===== src/rtl/dpmul_pkg.sv =====
// dpmul_pkg -- shared types and constants for the dual-port multiply engine.
// rev 1.0
`default_nettype none

package dpmul_pkg;

  localparam int BYTE_W = 8;
  localparam int WORD_W = 16;
  localparam int PROD_W = 32;

  localparam logic [BYTE_W-1:0] DEF_OP_BASE   = 8'd0;
  localparam logic [BYTE_W-1:0] DEF_PROD_BASE = 8'd64;

  typedef enum logic [2:0] {
    ST_IDLE  = 3'd0,
    ST_LOAD  = 3'd1,
    ST_MUL   = 3'd2,
    ST_STORE = 3'd3,
    ST_FIN   = 3'd4
  } state_t;

  // Each pair occupies four consecutive bytes starting at base + 4*j.
  function automatic logic [BYTE_W-1:0] pair_addr(input logic [BYTE_W-1:0] base,
                                                  input logic [5:0]        j,
                                                  input logic [1:0]        k);
    return base + {j, 2'b00} + {6'b0, k};
  endfunction

endpackage

`default_nettype wire


===== src/rtl/mul16x16_seq.sv =====
// mul16x16_seq -- 16x16 unsigned radix-2 shift-add multiplier, 16 cycles per product.
// rev 1.0
`default_nettype none

module mul16x16_seq
  import dpmul_pkg::*;
(
  input  logic              clk,
  input  logic              reset,
  input  logic              load,
  input  logic [WORD_W-1:0] a,
  input  logic [WORD_W-1:0] b,
  output logic              busy,
  output logic              valid,
  output logic [PROD_W-1:0] product
);

  logic [PROD_W-1:0] mcand;
  logic [WORD_W-1:0] mplier;
  logic [4:0]        cnt;

  always_ff @(posedge clk or posedge reset) begin
    if (reset) begin
      product <= '0;
      mcand   <= '0;
      mplier  <= '0;
      cnt     <= '0;
      busy    <= 1'b0;
      valid   <= 1'b0;
    end else if (load) begin
      product <= '0;
      mcand   <= {{(PROD_W-WORD_W){1'b0}}, a};
      mplier  <= b;
      cnt     <= 5'd16;
      busy    <= 1'b1;
      valid   <= 1'b0;
    end else if (busy) begin
      if (mplier[0])
        product <= product + mcand;
      mcand  <= mcand << 1;
      mplier <= mplier >> 1;
      cnt    <= cnt - 5'd1;
      if (cnt == 5'd1) begin
        busy  <= 1'b0;
        valid <= 1'b1;
      end
    end
  end

endmodule

`default_nettype wire


===== src/rtl/dpmul_engine.sv =====
// dpmul_engine -- reads NUM_PAIRS 16-bit operand pairs, multiplies, writes 32-bit products back.
// rev 1.0
`default_nettype none

module dpmul_engine
  import dpmul_pkg::*;
#(
  parameter int                NUM_PAIRS = 16,
  parameter logic [BYTE_W-1:0] OP_BASE   = DEF_OP_BASE,
  parameter logic [BYTE_W-1:0] PROD_BASE = DEF_PROD_BASE
) (
  input  logic              clk,
  input  logic              reset,
  input  logic              start,
  output logic              done,
  output logic [BYTE_W-1:0] mem_addr,
  input  logic [BYTE_W-1:0] mem_rd_data,
  output logic              mem_wr_en,
  output logic [BYTE_W-1:0] mem_wr_data
);

  localparam int          JW     = (NUM_PAIRS > 1) ? $clog2(NUM_PAIRS) : 1;
  localparam logic [JW-1:0] LAST_J = JW'(NUM_PAIRS - 1);

  if (int'(PROD_BASE) + 4*NUM_PAIRS - 1 > 255) begin : g_range_check
    $error("dpmul_engine: product area exceeds 256-byte memory");
  end

  state_t              state;
  logic [3:0]          step;
  logic [JW-1:0]       j;
  logic                start_q;
  logic [WORD_W-1:0]   op_a;
  logic [BYTE_W-1:0]   op_b_hi;

  logic                mul_load;
  logic                mul_busy;
  logic                mul_valid;
  logic [PROD_W-1:0]   product;

  // Last operand byte goes straight from the bus into the multiplier.
  assign mul_load = (state == ST_LOAD) && (step == 4'd3);

  mul16x16_seq u_mul (
    .clk     (clk),
    .reset   (reset),
    .load    (mul_load),
    .a       (op_a),
    .b       ({op_b_hi, mem_rd_data}),
    .busy    (mul_busy),
    .valid   (mul_valid),
    .product (product)
  );

  always_comb begin
    mem_wr_data = '0;
    if (state == ST_STORE && mul_valid && !mul_busy) begin
      case (step[1:0])
        2'd0:    mem_wr_data = product[31:24];
        2'd1:    mem_wr_data = product[23:16];
        2'd2:    mem_wr_data = product[15:8];
        default: mem_wr_data = product[7:0];
      endcase
    end
  end

  // start_q clears on reset so a start held low out of reset never reads as a falling edge.
  always_ff @(posedge clk or posedge reset) begin
    if (reset) begin
      state     <= ST_IDLE;
      step      <= '0;
      j         <= '0;
      start_q   <= 1'b0;
      op_a      <= '0;
      op_b_hi   <= '0;
      done      <= 1'b0;
      mem_wr_en <= 1'b0;
      mem_addr  <= '0;
    end else begin
      start_q <= start;
      case (state)
        ST_IDLE: begin
          if (!start && start_q) begin
            state    <= ST_LOAD;
            step     <= '0;
            j        <= '0;
            mem_addr <= OP_BASE;
          end
        end
        ST_LOAD, ST_MUL, ST_STORE: begin
          if (start) begin
            state     <= ST_IDLE;
            step      <= '0;
            mem_wr_en <= 1'b0;
            mem_addr  <= '0;
          end else if (state == ST_LOAD) begin
            case (step[1:0])
              2'd0:    op_a[15:8] <= mem_rd_data;
              2'd1:    op_a[7:0]  <= mem_rd_data;
              2'd2:    op_b_hi    <= mem_rd_data;
              default: ;
            endcase
            if (step == 4'd3) begin
              state    <= ST_MUL;
              step     <= '0;
              mem_addr <= '0;
            end else begin
              step     <= step + 4'd1;
              mem_addr <= pair_addr(OP_BASE, 6'(j), step[1:0] + 2'd1);
            end
          end else if (state == ST_MUL) begin
            if (step == 4'd15) begin
              state     <= ST_STORE;
              step      <= '0;
              mem_wr_en <= 1'b1;
              mem_addr  <= pair_addr(PROD_BASE, 6'(j), 2'd0);
            end else begin
              step <= step + 4'd1;
            end
          end else begin
            if (step == 4'd3) begin
              step      <= '0;
              mem_wr_en <= 1'b0;
              if (j == LAST_J) begin
                state    <= ST_FIN;
                done     <= 1'b1;
                mem_addr <= '0;
              end else begin
                state    <= ST_LOAD;
                j        <= j + 1'b1;
                mem_addr <= pair_addr(OP_BASE, 6'(j + 1'b1), 2'd0);
              end
            end else begin
              step     <= step + 4'd1;
              mem_addr <= pair_addr(PROD_BASE, 6'(j), step[1:0] + 2'd1);
            end
          end
        end
        ST_FIN: begin
          if (start) begin
            state <= ST_IDLE;
            done  <= 1'b0;
          end
        end
        default: begin
          state     <= ST_IDLE;
          done      <= 1'b0;
          mem_wr_en <= 1'b0;
          mem_addr  <= '0;
        end
      endcase
    end
  end

endmodule

`default_nettype wire


===== config.mk =====
export PLATFORM = sky130hd
export DESIGN_NAME = dpmul_engine
export DESIGN_NICKNAME = d
export VERILOG_FILES = /design/src/rtl/dpmul_pkg.sv /design/src/rtl/mul16x16_seq.sv /design/src/rtl/dpmul_engine.sv
export SDC_FILE = /design/constraint.sdc
export NUM_CORES = 1
export LEC_CHECK = 0
export ABC_AREA = 1
export CAP_MARGIN = 5
export CORE_UTILIZATION = 50
export DETAILED_ROUTE_END_ITERATION = 10
export HOLD_SLACK_MARGIN = 0.1
export PLACE_DENSITY = 0.75
export RECOVER_POWER = 25
export SETUP_SLACK_MARGIN = 0.2
export SLEW_MARGIN = 20
export SYNTH_ARGS = -nofsm -noshare
export SYNTH_HDL_FRONTEND = slang
export SYNTH_SLANG_ARGS = --single-unit

===== constraint.sdc =====
create_clock -name clk -period 4.9 [get_ports clk]
set_input_delay 0.735 -clock clk [delete_from_list [all_inputs] [get_ports clk]]
set_output_delay 0.735 -clock clk [all_outputs]
set_load 0.005 [all_outputs]

Yosys cells after proc, flatten, opt, wreduce, memory -nomap -nowiden

Cells that the tools add are included.
W data, S select, Z words.

Register bits after elaboration: 133
Output and inout port bits: 18

Add/subtract/negate cells: 9
Equality and inequality tests: 23
Multiplexer cells: 62
Bitwise operators: 4
Reductions and logical operators: 25

Operator list:

| kind                  | number |
|---|---|
| $mux W32              | 5 |
| $mux W8               | 7 |
| $pmux W8 S3           | 2 |
| $mux W4               | 11 |
| $add A32 B32 Y32      | 1 |
| $mux W16              | 2 |
| $mux W3               | 9 |
| $mux W1               | 17 |
| $ne A2 B2 Y1 const B  | 8 |
| $pmux W4 S2           | 2 |
| $reduce_and A4 Y1     | 4 |
| $mux W7               | 2 |
| $reduce_and A7 Y1     | 2 |
| $ne A4 B4 Y1 const B  | 3 |
| $mux W5               | 2 |
| $pmux W3 S3           | 1 |
| $add A4 B1 Y4 const B | 2 |
| $add A7 B6 Y8 const A | 1 |
| $add A8 B2 Y8         | 1 |
| $eq A4 B4 Y1 const B  | 2 |
| $reduce_bool A2 Y1    | 4 |
| $add A6 B2 Y7         | 1 |
| $eq A3 B2 Y1 const B  | 2 |
| $reduce_and A2 Y1     | 3 |
| other kinds (22)      | 29 |

Logic depth before layout (Yosys ltp)

Gate-level depths: netlist of the first run.

Depth in word-level cells: 7
Mapped depth: 13
Gate-level depth less buffers: 13

Hierarchy

Synthesis of the first run repeated with hierarchy kept, for this count alone.

Cells, all modules: 1158
Area, all modules: 8235.4 sq um

By module, submodules not included:

| module       | instances | cells an instance | area an instance (sq um) | seq. area each (sq um) |
|---|---|---|---|---|
| mul16x16_seq | 1         | 851               | 5725.5                   | 2177.1 |
| dpmul_engine | 1         | 307               | 2509.9                   | 1126.1 |

Least setup slack after synthesis of the first run

OpenSTA, ideal clock, no wires.

Kind: reg2reg
Start point: reg u_mul.product[0]
End point: reg u_mul.product[16]
Setup time: 117 ps
Data arrival time: 1856 ps
Path slack: 2926 ps
Stages on the path, launching flop included: 12
Buffers on the path: 0
Cells stage by stage: dfrtp_1 ha_1 fa_1 nand3_1 nand3_1 nand2_1 nand2_1 nand2_1 nand2_1 or2_2 nand3_1 nand2_1

Cells in the longest elaborated chain, start to end: 4

RTL lines:

| what                     | line               | text |
|---|---|---|
| start: declaration       | mul16x16_seq.sv:15 | `output logic [PROD_W-1:0] product` |
| start signal: assignment | mul16x16_seq.sv:39 | `product <= product + mcand;` |
| $add A32 B32 Y32         | mul16x16_seq.sv:39 |  |
| $mux W32                 | mul16x16_seq.sv:38 | `if (mplier[0])` |
| $mux W32                 | mul16x16_seq.sv:37 | `end else if (busy) begin` |
| $mux W32                 | mul16x16_seq.sv:30 | `end else if (load) begin` |

Every way passes these cells. The select of a mux whose other input is x is not followed.
A chain may end at the register's enable or synchronous reset.

Worst setup path in the final report of the first run

Start point: reg state[2]
End point: out mem_wr_data[7]

Cells in the longest elaborated chain, start to end: 4

RTL lines:

| what                              | line               | text |
|---|---|---|
| start: declaration                | dpmul_engine.sv:29 | `state_t state;` |
| start signal: assignment          | dpmul_engine.sv:70 | `state <= ST_IDLE;` |
| start signal: assignment          | dpmul_engine.sv:84 | `state <= ST_LOAD;` |
| start signal: assignment          | dpmul_engine.sv:92 | `state <= ST_IDLE;` |
| $eq A3 B2 Y1                      | dpmul_engine.sv:57 | `if (state == ST_STORE && mul_valid && !mul_busy) begin` |
| $logic_and A1 B1 Y1 (2 in series) | dpmul_engine.sv:57 |  |
| $mux W8                           | dpmul_engine.sv:57 |  |
| end: declaration                  | dpmul_engine.sv:19 | `output logic [BYTE_W-1:0] mem_wr_data` |

Every way passes these cells.

==> impl_results.md, run 1 <==
- Yosys reg bits: 132
- YS warnings: 0
- Max Root-Sink Buffers: 2
- Mapped Avg Cell Area: 7.07 sq um
- Worst reg2reg startpoint: step[0]
- Pre-CTS WS: 1.77 ns
- Worst slew pin tran: 2.28 ns
- Number of max-cap violations: 1
- Slowest-stage cell, CP: clkdlybuf4s50_1
- Post-synth EDFFs: 0
- FF-to-FF path depth: 8
- Post-CTS resize count: 0
- Unrepaired setup endpoints after global routing: false
- Delay-heaviest family, CP: buffers and inverters
- GR Util met3: 5.36%
- Nets: 1254
- Leak: 5.01 nW
- Syn Inst Count: 1189
- DRC: 0
- Post-Syn Area: 8400 sq um
- Cell accounting for the most synthesized area: dfrtp_1
- R2r endpoint: u_mul.product[13]
- Row count: 47
- Worst-path maximum fanout: 8
- Initial drt markers: 849
- Yosys cell types: 48
- All-Layer GR Usage: 27.3%
- Worst hold endpoint: mem_addr[1]
- Element type at the critical path end: primary output
- Hold depth: 2
- GRT busiest layer: met2
- Starting Density: 51.0%
- Total number of vias: 7777
- Max incr delay on CP: 0.57 ns
- Hold Startpoint: mem_addr[1]
- Met2 Use GR: 41.3%
- Vias in the first global route: 7185
- Sink Count: 132
- Number of fill cells in the layout: 1534
- Area of the core: 16500 sq um
- Final hold violation count: 0
- CTS Buf Count: 17
- Min Tclk post-route: 3.35 ns
- Skew final: 0.0100 ns
- Initial antenna violation count: 0
- First-pass GRT wire length: 37.0 mm
- GP Congestion: 0.988
- Largest net degree at the start of global routing: 109
- Overflow after GRT: 0
- Async set-reset flop share out of synthesis: 100%
- Setup violators final: 0
- Htree depth: 4
- Slew margin rel.: -52.1%
- CP arrival: 2.62 ns
- Drt pass-1 iters: 6
- Vias per cell: 5.41
- Post-Syn Nets: 1239
- Final wirelength: 22.5 mm
- Ys flop type: dfrtp_1
- Top-area cell type share of the netlist area: 39.3%
- Die X: 132 microns
- Post-synthesis sequential area ratio: 39.3%
- Critical path required time: 4.16 ns
- Hold WC Path Type: register to register
- Startpoint Class: register
- Tcrit/Tclk final: 68.4%
- PD cells: 512 nW/um^2
- Area contributors post-synth: dfrtp_1, nand2_1, inv_1
- Setup ws final: 1.55 ns
- Top-Level Pins: 29
- Status: complete, but fails checks
- Failing checks: max-capacitance violations, max-slew violations
- Leading cell type by number of instances after synthesis: nand2_1
- Synth cell count leaders: nand2_1, inv_1, dfrtp_1
- Peak Freq: 298 MHz
- Setup TNS: 0 ns
- CTS root buffer: clkbuf_16
- Port bufs: 27
- Ant diodes: 0
- Peak VDD IR: 0.000307 V
- CTS clk-pin slew, worst paths: 0.07 ns
- Setup CP Type: register to primary output
- Chip height: 132 microns
- Fraction of layout cells with a size suffix above 1: 6.16%
- Met1 Resource Use GR: 38.3%
- Cell breakdown of the critical path: nor2_2, inv_2, nor4_4, o21ai_0, a31oi_1, clkdlybuf4s50_1
- Slew Limit Fails: 109
- CTS tree: built
- Post-CTS Hold Fix Bufs: 0
- Area Overhead vs Synth: 11.9%
- Antenna Violating Nets Remaining: 0
- Post-CTS setup buffer count: 0
- Reg2Reg Setup Slack: 1.74 ns
- DPL Wire Length: 16.3 mm
- DR WL/cell: 15.6 microns
- Clock Latency Late Sink: 0.42 ns
- Buf+Inv Stages, Crit Path: 2
- Die area: 17300 sq um
## per-layer routing
| layer | up-vias | share of wire [%] |
|---|---|---|
| met5 | - | 0 |
| met4 | 0 | 3.2 |
| met3 | 53 | 6.9 |
| met2 | 312 | 45 |
| met1 | 3598 | 45 |
| li1 | 3814 | - |
## cells by family (layout without fill, tap and decap cells)
logic type	count (synthesis)	in the layout	synth area share [%]
AO/OA/AOI/OAI	180	180	12.5
adder cells (fa/ha/maj)	39	39	5.90
other	1	1	0.0446
flip-flops	132	132	39.3
XOR/XNOR	9	9	0.938
buffers and inverters	215	243	10.4
AND/OR/NAND/NOR	613	613	30.9
## layout make-up
| type | instances | area (sq um) | area share (%) |
|---|---|---|---|
| Multi-Input combinational cell | 842 | 4230 | 45.0 |
| Sequential cell | 132 | 3300 | 35.1 |
| Inverter | 181 | 686 | 7.29 |
| Clock buffer | 17 | 425 | 4.52 |
| Timing Repair Buffer | 30 | 293 | 3.11 |
| Tap cell | 220 | 275 | 2.93 |
| Clock inverter | 15 | 193 | 2.05 |
## flip-flops by register name, indices dropped and copies added (netlist names)
signal	flops
u_mul.busy	1
state	3
u_mul.mplier	16
done	1
u_mul.cnt	5
u_mul.mcand	32
op_a	16
step	4
op_b_hi	8
u_mul.valid	1
mem_wr_en	1
mem_addr	7
j	4
u_mul.product	32
start_q	1
## cells in the final DEF (no fill, tap or decap), types with 3 or more instances in the layout
master,Yosys,final
a21oi_1,56,56
a31oi_1,8,8
buf_4,1,3
bufinv_16,0,3
clkbuf_16,0,17
clkdlybuf4s50_1,0,25
clkinv_4,0,4
dfrtp_1,132,132
ha_1,38,38
inv_1,172,171
inv_2,8,8
inv_6,0,4
nand2_1,443,443
nand3_1,88,88
nand3_4,3,3
nand4_1,3,3
nor2_1,47,47
nor2_2,3,3
nor3_1,8,8
o211ai_1,16,16
o21ai_0,48,48
o21ai_1,26,26
o21ai_2,8,8
o311ai_0,4,4
o31ai_1,4,4
xnor2_1,6,6
xor2_1,3,3
## per-stage QoR
step / util (%) / total power, mW / instance area, sq um / hold WS (ns) / instances
finish: 57.1 / 4.82 / 9400 / 0.468 / 1437
floorplan: - / 2.95 / 8400 / 0.449 / 1189
global route: 57.1 / 5.14 / 9400 / 0.491 / 1437
CTS: 57.1 / 4.81 / 9400 / 0.475 / 1437
global placement: 53.4 / 3.40 / 8790 / 0.454 / 1405
detailed placement: 53.4 / 3.44 / 8790 / 0.462 / 1405
## worst min-delay path, stage by stage, from the launching register on
cell and delay, ns:
dfrtp_1 0.34, nand2_1 0.05, nand2_1 0.05
## how the worst max path moves through the flow
| stage | from | to | slack, ns | depth (start not counted) |
|---|---|---|---|---|
| after global placement | step[0] | u_mul.product[0] | 1.89 | 7 |
| after detailed placement | step[0] | u_mul.product[13] | 1.77 | 8 |
| after global routing | state[2] | mem_wr_data[4] | 1.44 | 6 |
| after floorplan | reset | done | 0.64 | 1 |
| after CTS | state[2] | mem_wr_data[7] | 1.60 | 6 |
| final | state[2] | mem_wr_data[7] | 1.55 | 6 |
## where the power goes
part | leakage [nW] | switching [mW] | internal [mW]
logic | 2.93 | 1.12 | 0.603
clock network | 0.306 | 0.533 | 0.815
registers | 1.76 | 0.299 | 1.44
total | 5.01 | 1.96 | 2.86
(Power assumes the default switching activity.)
==> run 2, diff against run 1 <==
PLACE_DENSITY = 0.78   (was 0.75)
clock period = 2.9 ns   (was 4.9 ns; I/O delays follow)
==> run 2 against run 1 <==
Effect of this change:
- the flow still finishes with violations (max-capacitance violations, max-slew violations)
- first-iteration DRC count is 2.9% lower
- global-route usage is 0.61 points lower
- wire length is 3.6% lower
- via count is 0.45% lower
- flip-flop and latch count stayed put
- die area stayed put
- non-clock buffer count is 8 higher
- register-to-register slack worse by 1.3 ns
- total power is 65% higher
- critical path type unchanged
- largest cell class unchanged
==> impl_results.md, run 2 (synthesis gave the netlist of run 1 again) <==
- Status: complete, but fails checks
- Failing checks: max-capacitance violations, max-slew violations
- Number of fill cells in the layout: 1543 (+0.59%)
- Number of max-cap violations: 1 (unchanged)
- CTS clk-pin slew, worst paths: 0.06 ns (about the same)
- Nets: 1262 (+0.64%)
- Area of the core: 16500 sq um (unchanged)
- Final hold violation count: 0 (unchanged)
- GP Congestion: 0.964 (-2.5%)
- All-Layer GR Usage: 26.7% (-0.61 points)
- Dpl cell area: 8830 sq um (+0.47%)
- PD cells: 843 nW/um^2 (+64%)
- Delay-heaviest family, CP: buffers and inverters
- DR WL/cell: 15.0 microns (-4.1%)
- Min Tclk post-route: 2.49 ns
- Final wirelength: 21.6 mm (-3.6%)
- Vias in the first global route: 7333 (+2.1%)
- Area Overhead vs Synth: 12.5%
- Die area: 17300 sq um (unchanged)
- Setup CP Type: register to primary output
- Drt pass-1 iters: 5 (-1)
- Setup TNS: 0 ns (unchanged)
- Overflow after GRT: 0 (unchanged)
- Initial drt markers: 824 (-2.9%)
- Worst reg2reg startpoint: step[0]
- Sink Count: 132 (unchanged)
- DPL Wire Length: 16.1 mm (-0.84%)
- Slowest-stage cell, CP: dfrtp_1
- Die X: 132 microns (unchanged)
- Htree depth: 4 (unchanged)
- Worst-path maximum fanout: 4 (-4)
- DRC: 0 (unchanged)
- Unrepaired setup endpoints after global routing: false
- Antenna Violating Nets Remaining: 0 (unchanged)
- Cell repeated most along the worst path: buf_4
- Port bufs: 27 (unchanged)
- Top-Level Pins: 29 (unchanged)
- Max incr delay on CP: 0.34 ns (-0.23 ns)
- Slew Limit Fails: 133 (+22%)
- CTS Buf Count: 17 (unchanged)
- Setup violators final: 0 (unchanged)
- Row count: 47 (unchanged)
- Skew final: 0.0112 ns (+0.00118 ns)
- Peak VDD IR: 0.000485 V (+58%)
- Clock Latency Late Sink: 0.43 ns (about the same)
- Tcrit/Tclk final: 85.8%
- Vias per cell: 5.36 (-1.0%)
- Cell breakdown of the critical path: inv_2, nor2_4, inv_2, nor4_4, buf_4, buf_4, buf_4, o21ai_0, a31oi_1, dlymetal6s2s_1
- CTS root buffer: clkbuf_16
- Peak Freq: 402 MHz
- Worst slew pin tran: 1.78 ns (-0.494 ns)
- Buf+Inv Stages, Crit Path: 6 (+4)
- Fraction of layout cells with a size suffix above 1: 6.94% (+0.78 points)
- Total number of vias: 7742 (-0.45%)
- Crit path from: state[0]
- Most common cell after layout, fill and taps aside: nand2_1
- Max Root-Sink Buffers: 2 (unchanged)
- CP arrival: 2.05 ns (-0.57 ns)
- Hold WC Path Type: register to register
- Hold Startpoint: op_a[13]
- Leak: 5.16 nW (+3.1%)
- Starting Density: 51.0% (unchanged)
- Most frequent cells in the layout: nand2_1, inv_1, dfrtp_1
- Chip height: 132 microns (unchanged)
- Slew margin rel.: -18.8% (+33 points)
- Final Cell Area: 9460 sq um (+0.56%)
- Critical path required time: 2.47 ns (-1.69 ns)
- Startpoint Class: register
- Initial antenna violation count: 0 (unchanged)
- Top flop regs: u_mul.mcand x32, u_mul.product x32
- Element type at the critical path end: primary output
- First-pass GRT wire length: 36.6 mm (-0.95%)
- Largest net degree at the start of global routing: 133 (+22%)
- Post-CTS Hold Fix Bufs: 0 (unchanged)
- CTS tree: built
- Ant diodes: 0 (unchanged)
run 2: power breakdown:
group          total [mW]  switching, mW  internal [mW]
sequential           2.97          0.526           2.44
combinational        2.89           1.85           1.04
clock                2.11          0.883           1.23
total                7.97           3.26           4.70
run 2: what timing repair did:
item / CTS / global route
pin swaps: 2 / 0
resized for setup: 3 / 9
setup buffers: 2 / 2
setup endpoints to repair: 8 / 8
run 2: worst paths after layout:
path / to / slack, ns / cells past startpoint
max: mem_wr_data[6] / 0.41 / 10
min: op_a[13] / 0.48 / 2
max reg2reg: u_mul.mplier[11] / 0.49 / 7
min reg2reg: op_a[13] / 0.48 / 2
max in group asynchronous: u_mul.mcand[27] / 0.63 / 3
min in group asynchronous: mem_addr[1] / 1.13 / 3
run 2: worst reg2reg max path, delay by kind of cell, from the launching register on:
kind                     cells  cell delay (ns)
AO/OA/AOI/OAI                1             0.24
adder cells (fa/ha/maj)      1             0.38
buffers and inverters        2             0.58
flip-flops                   1             0.42
AND/OR/NAND/NOR              3             0.72
run 2: area by class of cell:
class	count	area, sq um	area share [%]
clock inverter	13	138	1.46
sequential	132	3300	34.9
multi-input combinational	842	4240	44.8
tap	220	275	2.91
inverter	181	686	7.25
clock buffer	19	443	4.68
timing repair buffer	38	373	3.94
run 2: metal layers:
metal  GRT usage [%]  vias up  wire (microns)
li1                -     3824               -
met5               0        -               0
met2            40.2      253            9550
met1            37.5     3608            9870
met4            10.4        0             707
met3            5.59       57            1510
run 2: through the flow:
step / std cells / total power, mW / hold slack [ns] / utilization, % / setup WS, ns
finish: 1445 / 7.97 / 0.482 / 57.4 / 0.413
global route: 1445 / 8.55 / 0.504 / 57.4 / 0.256
CTS: 1443 / 7.97 / 0.486 / 57.3 / 0.201
detailed placement: 1409 / 5.80 / 0.464 / 53.6 / 0.523
global placement: 1409 / 5.70 / 0.458 / 53.6 / 0.574
floorplan: 1189 / 4.99 / 0.449 / - / 0.828
